[src/rtl/btn_reset_conditioner.sv]
`default_nettype none
// ============================================================================
// Module   : btn_reset_conditioner
// Brief    : Synchronises and debounces a raw push-button, producing a level,
//            press/release strobes and a minimum-width stretched reset.
//            Optional macro LONG_PRESS_EN adds the btn_long hold strobe.
// Revision : 1.0 - initial release
// ============================================================================
module btn_reset_conditioner #(
    parameter int DEBOUNCE_CYCLES = 12000,
    parameter int MIN_PULSE       = 16,
    parameter int ACTIVE_LOW_BTN  = 0,
    parameter int LONG_CYCLES     = 12000000
) (
    input  logic CLK,
    input  logic rst,
    input  logic btn_raw,
    output logic btn_level,
    output logic btn_press,
    output logic btn_release,
    output logic rst_out,
    output logic btn_long
);

    localparam logic [1:0]  c_st_idle         = 2'd0;
    localparam logic [1:0]  c_st_press_wait   = 2'd1;
    localparam logic [1:0]  c_st_held         = 2'd2;
    localparam logic [1:0]  c_st_release_wait = 2'd3;

    localparam logic        c_unpressed  = (ACTIVE_LOW_BTN != 0);
    localparam logic [15:0] c_deb_last   = 16'(DEBOUNCE_CYCLES - 1);
    localparam logic [7:0]  c_min_pulse  = 8'(MIN_PULSE);

    logic       r_s1;
    logic       r_s2;
    logic [1:0] r_state;
    logic [15:0] r_cnt;
    logic [7:0] r_pc;
    logic       r_level;
    logic       r_press;
    logic       r_release;
    logic       r_rst_out;

    logic       w_p;
    logic [1:0] w_state_nxt;
    logic [15:0] w_cnt_nxt;
    logic [7:0] w_pc_nxt;
    logic       w_level_nxt;
    logic       w_press_nxt;
    logic       w_release_nxt;
    logic       w_rst_out_nxt;

    always_comb begin
        w_p           = r_s2 ^ c_unpressed;
        w_state_nxt   = r_state;
        w_cnt_nxt     = r_cnt;
        w_level_nxt   = r_level;
        w_press_nxt   = 1'b0;
        w_release_nxt = 1'b0;
        case (r_state)
            c_st_idle: begin
                if (w_p) begin
                    w_state_nxt = c_st_press_wait;
                    w_cnt_nxt   = 16'd0;
                end
            end
            c_st_press_wait: begin
                if (!w_p) begin
                    w_state_nxt = c_st_idle;
                    w_cnt_nxt   = 16'd0;
                end else if (r_cnt == c_deb_last) begin
                    w_state_nxt = c_st_held;
                    w_cnt_nxt   = 16'd0;
                    w_level_nxt = 1'b1;
                    w_press_nxt = 1'b1;
                end else begin
                    w_cnt_nxt = r_cnt + 16'd1;
                end
            end
            c_st_held: begin
                if (!w_p) begin
                    w_state_nxt = c_st_release_wait;
                    w_cnt_nxt   = 16'd0;
                end
            end
            c_st_release_wait: begin
                if (w_p) begin
                    w_state_nxt = c_st_held;
                    w_cnt_nxt   = 16'd0;
                end else if (r_cnt == c_deb_last) begin
                    w_state_nxt   = c_st_idle;
                    w_cnt_nxt     = 16'd0;
                    w_level_nxt   = 1'b0;
                    w_release_nxt = 1'b1;
                end else begin
                    w_cnt_nxt = r_cnt + 16'd1;
                end
            end
            default: begin
                w_state_nxt = c_st_idle;
                w_cnt_nxt   = 16'd0;
            end
        endcase

        // A press reloads the stretch counter even if a pulse is still running
        if (w_press_nxt) begin
            w_pc_nxt = c_min_pulse;
        end else if (r_pc != 8'd0) begin
            w_pc_nxt = r_pc - 8'd1;
        end else begin
            w_pc_nxt = 8'd0;
        end
        w_rst_out_nxt = w_level_nxt | (w_pc_nxt != 8'd0);
    end

    always_ff @(posedge CLK) begin
        if (rst) begin
            r_s1      <= c_unpressed;
            r_s2      <= c_unpressed;
            r_state   <= c_st_idle;
            r_cnt     <= 16'd0;
            r_pc      <= c_min_pulse;
            r_level   <= 1'b0;
            r_press   <= 1'b0;
            r_release <= 1'b0;
            r_rst_out <= 1'b1;
        end else begin
            r_s1      <= btn_raw;
            r_s2      <= r_s1;
            r_state   <= w_state_nxt;
            r_cnt     <= w_cnt_nxt;
            r_pc      <= w_pc_nxt;
            r_level   <= w_level_nxt;
            r_press   <= w_press_nxt;
            r_release <= w_release_nxt;
            r_rst_out <= w_rst_out_nxt;
        end
    end

    assign btn_level   = r_level;
    assign btn_press   = r_press;
    assign btn_release = r_release;
    assign rst_out     = r_rst_out;

`ifdef LONG_PRESS_EN
    localparam logic [23:0] c_long_last = 24'(LONG_CYCLES - 1);

    logic [23:0] r_hc;
    logic [23:0] w_hc_nxt;
    logic        r_long;
    logic        w_long_nxt;
    logic        w_hc_incr;

    // Hold time accrues through release bounces; it restarts only on a new press
    always_comb begin
        w_hc_incr  = 1'b0;
        w_long_nxt = 1'b0;
        w_hc_nxt   = r_hc;
        if (w_press_nxt || (w_state_nxt == c_st_idle)) begin
            w_hc_nxt = 24'd0;
        end else if ((r_state == c_st_held) || (r_state == c_st_release_wait)) begin
            if (r_hc != 24'hFF_FFFF) begin
                w_hc_incr = 1'b1;
                w_hc_nxt  = r_hc + 24'd1;
            end
        end
        w_long_nxt = w_hc_incr && (w_hc_nxt == c_long_last);
    end

    always_ff @(posedge CLK) begin
        if (rst) begin
            r_hc   <= 24'd0;
            r_long <= 1'b0;
        end else begin
            r_hc   <= w_hc_nxt;
            r_long <= w_long_nxt;
        end
    end

    assign btn_long = r_long;
`else
    assign btn_long = 1'b0;
`endif

endmodule
`default_nettype wire
[config.mk]
export PLATFORM = sky130hd
export DESIGN_NAME = btn_reset_conditioner
export DESIGN_NICKNAME = d
export VERILOG_FILES = /design/src/rtl/btn_reset_conditioner.sv
export SDC_FILE = /design/constraint.sdc
export NUM_CORES = 1
export LEC_CHECK = 0
export BUFFER_PORTS_ARGS = -buffer_cell sky130_fd_sc_hd__buf_2
export CORE_UTILIZATION = 38
export CTS_CLUSTER_DIAMETER = 100
export DETAILED_ROUTE_END_ITERATION = 8
export PLACE_DENSITY = 0.65
export SYNTH_ARGS = -nofsm -noshare
export SYNTH_HDL_FRONTEND = slang
export SYNTH_SLANG_ARGS = --single-unit
export TNS_END_PERCENT = 50
[constraint.sdc]
create_clock -name CLK -period 5.1 [get_ports CLK]
set_input_delay 0.765 -clock CLK [delete_from_list [all_inputs] [get_ports CLK]]
set_output_delay 0.765 -clock CLK [all_outputs]
set_load 0.01 [all_outputs]
==> reports/results.tsv <==
stage	metric	value	unit
clocking	hold_buffers	0	
finish	layout-drive-gt1-share	0.0904	
timing	max_freq	466	MHz
timing	rsz0062_at_grt	no	
place	routabilityCongestion	0.766	
pwr	p_leak	0.604	nW
setup_path	arrival	2320	ps
clocking	cts_max_level	2	
die	fp.dieH	65.6	µm
setup_path	crit_type	reg -> reg	
timing	final_hold_viol_count	0	
clocking	cts_setup_buffers	0	
synth	synth_seq_cells	32	
clocking	clk_pin_slew	60	ps
grt	grt_max_degree	18	
grt	grt_pass1_vias	1113	
finish	stdcell_count	236	
die	ios	8	
synth	synth-main-ff-cell	dfxtp_1	
pwr	irDropWorstVdd	0.212	mV
timing	setup_viol	0	
setup_path	r2r-start	r_cnt[13]	
clocking	cts_tree	done	
synth	synth_top_cell_area_share	0.417	
synth	yosys-top-cells-area	dfxtp_1, nand2_1, nor2_1, nor3_1, nand3_1	
synth	syn-num-nets	187	
timing	tightest_slew	844	ps
synth	syn_area	1540	µm²
die	core	3770	µm²
grt	track_usage	0.159	
clocking	cts_sinks	32	
routing	wl_per_cell	12.7	µm
place	placedCellCount	228	
synth	avgSynthCellArea	8.50	µm²
setup_path	cp-end-kind	flip-flop	
routing	ant_nets	0	
finish	final_cell_mix	dfxtp_1, nand2_1, nor2_1	
grt	grt_antenna_before_repair	0	
timing	fin_setup_tns	0	ps
place	portBuffers	6	
setup_path	r2r-end	r_cnt[13]	
grt	overflow	0	
timing	min_period_over_period	0.421	
setup_path	crit_fanout	8	
clocking	numCtsBuffers	5	
timing	slew_headroom	0.433	
synth	synth_edf_count	0	
routing	dr.pass1.iters	4	
synth	synth-seq-area-share	0.417	
timing	drv_slew	0	
die	std_cell_rows	22	
die	die_area	4310	µm²
timing	fin_crit	2140	ps
routing	drt-vias-per-instance	5.56	
die	die_w	65.6	µm
pwr	power_density	357	nW/µm²
clocking	insertion_delay	280	ps
synth	yosys_warnings	0	
setup_path	worst_r2r_path_depth	5	
routing	routed-via-count	1313	
routing	wl	2990	µm
clocking	cts-resized-gates	0	
finish	n_antenna_cell	0	
synth	synth_top_area_cell	dfxtp_1	
finish	area_delta_synth_final	9.03	%
routing	drt_iter0_drc	75	
synth	async_reset_ff_frac	0	
grt	grt_pass1_wl	5130	µm
place	hpwl	2080	µm
min_path	min_path_type	reg -> reg	
run_status	outcome	complete, no violations	
routing	drc	0	
timing	finClkSkew	2.16	ps
finish	final_common_cell	dfxtp_1	
setup_path	rrSetupSlack	2960	ps
setup_path	crit_end	r_cnt[13]	
run	maxCapViolCount	0	
setup_path	startpoint_type	flip-flop	
finish	final_util	0.445	
clocking	clockBufferDepth	2	
synth	ys_types	44	
die	start_util	0.408	
setup_path	required	5280	ps
setup_path	crit_start	r_cnt[13]	
clocking	cts_root_buf	clkbuf_8	
finish	nets	193	
synth	syn_inst	181	
[flip-flops by register name, summed over array words and instances, names as in the netlist, named ones only]
| register | flops |
|---|---|
| r_state | 1 |
| btn_press | 1 |
| r_s1 | 1 |
| r_pc | 8 |
| rst_out | 1 |
| r_s2 | 1 |
| btn_level | 1 |
| r_cnt | 16 |
| btn_release | 1 |
[worst min path at each step]
stage | from | end | slack (ps) | cells after the start
2_1_floorplan | r_s1 | r_s2 | 410 | 1
3_3_place_gp | r_s1 | r_s2 | 420 | 1
3_5_place_dp | r_s1 | r_s2 | 430 | 1
4_1_cts | r_s1 | r_s2 | 450 | 1
5_1_grt | r_s1 | r_s2 | 460 | 1
6_report | r_s1 | r_s2 | 440 | 1
[metal layers]
metal | track usage | share of wire
met1 | 0.209 | 0.51
met2 | 0.232 | 0.43
met3 | 0.0469 | 0.033
met4 | 0.0815 | 0.022
met5 | 0 | 0
[critical path: stages, from the launching register on]
cell     delay, ps
dfxtp_1        410
or4b_4         510
nor4_4         420
or3_1          360
o21ai_0        140
a21o_1         190
[cells in the mapped netlist (all sizes together) (2+ instances only)]
library cell,count
nand4,4
buf,3
nor2,16
or3,4
a22oi,2
xnor2,4
xor2,4
ha,3
a21oi,7
nand2,18
nor3,11
a21o,3
a31oi,6
or2b,2
a22o,2
nor4,7
inv,6
nor4b,2
o21ai,8
dfxtp,32
nand2b,3
clkbuf,5
nand3,9
nor2b,3
[final cells by class]
type	instances	area, µm²
tap	48	60.1
multi-input combinational	135	826
timing repair buffer	7	37.5
sequential	32	641
fill	378	2090
clock buffer	8	90.1
inverter	6	22.5
[power breakdown]
group | internal (mW) | switching (mW) | leakage, nW
clock | 0.110 | 0.0891 | 0.0455
sequential | 0.273 | 0.0278 | 0.260
combinational | 0.0475 | 0.0523 | 0.299
[cell families after synthesis]
family,count (synthesis),share of synthesized area
flip-flops,32,0.417
other,1,0.00244
AND/OR/NAND/NOR,85,0.299
buffers and inverters,14,0.0464
XOR/XNOR,8,0.0456
AO/OA/AOI/OAI,38,0.166
adder cells (fa/ha/maj),3,0.0244
[metrics by stage]
| stage | total power, mW | cell area [µm²] | hold slack (ps) | setup slack [ps] |
|---|---|---|---|---|
| global placement | 0.404 | 1590 | 422 | 3000 |
| global route | 0.638 | 1680 | 464 | 2800 |
| finish | 0.599 | 1680 | 441 | 2960 |
| CTS | 0.603 | 1680 | 448 | 2960 |
| floorplan | 0.385 | 1540 | 414 | 3230 |
| detailed placement | 0.405 | 1590 | 433 | 2990 |
Note: power is estimated with default switching activity, not from simulation.
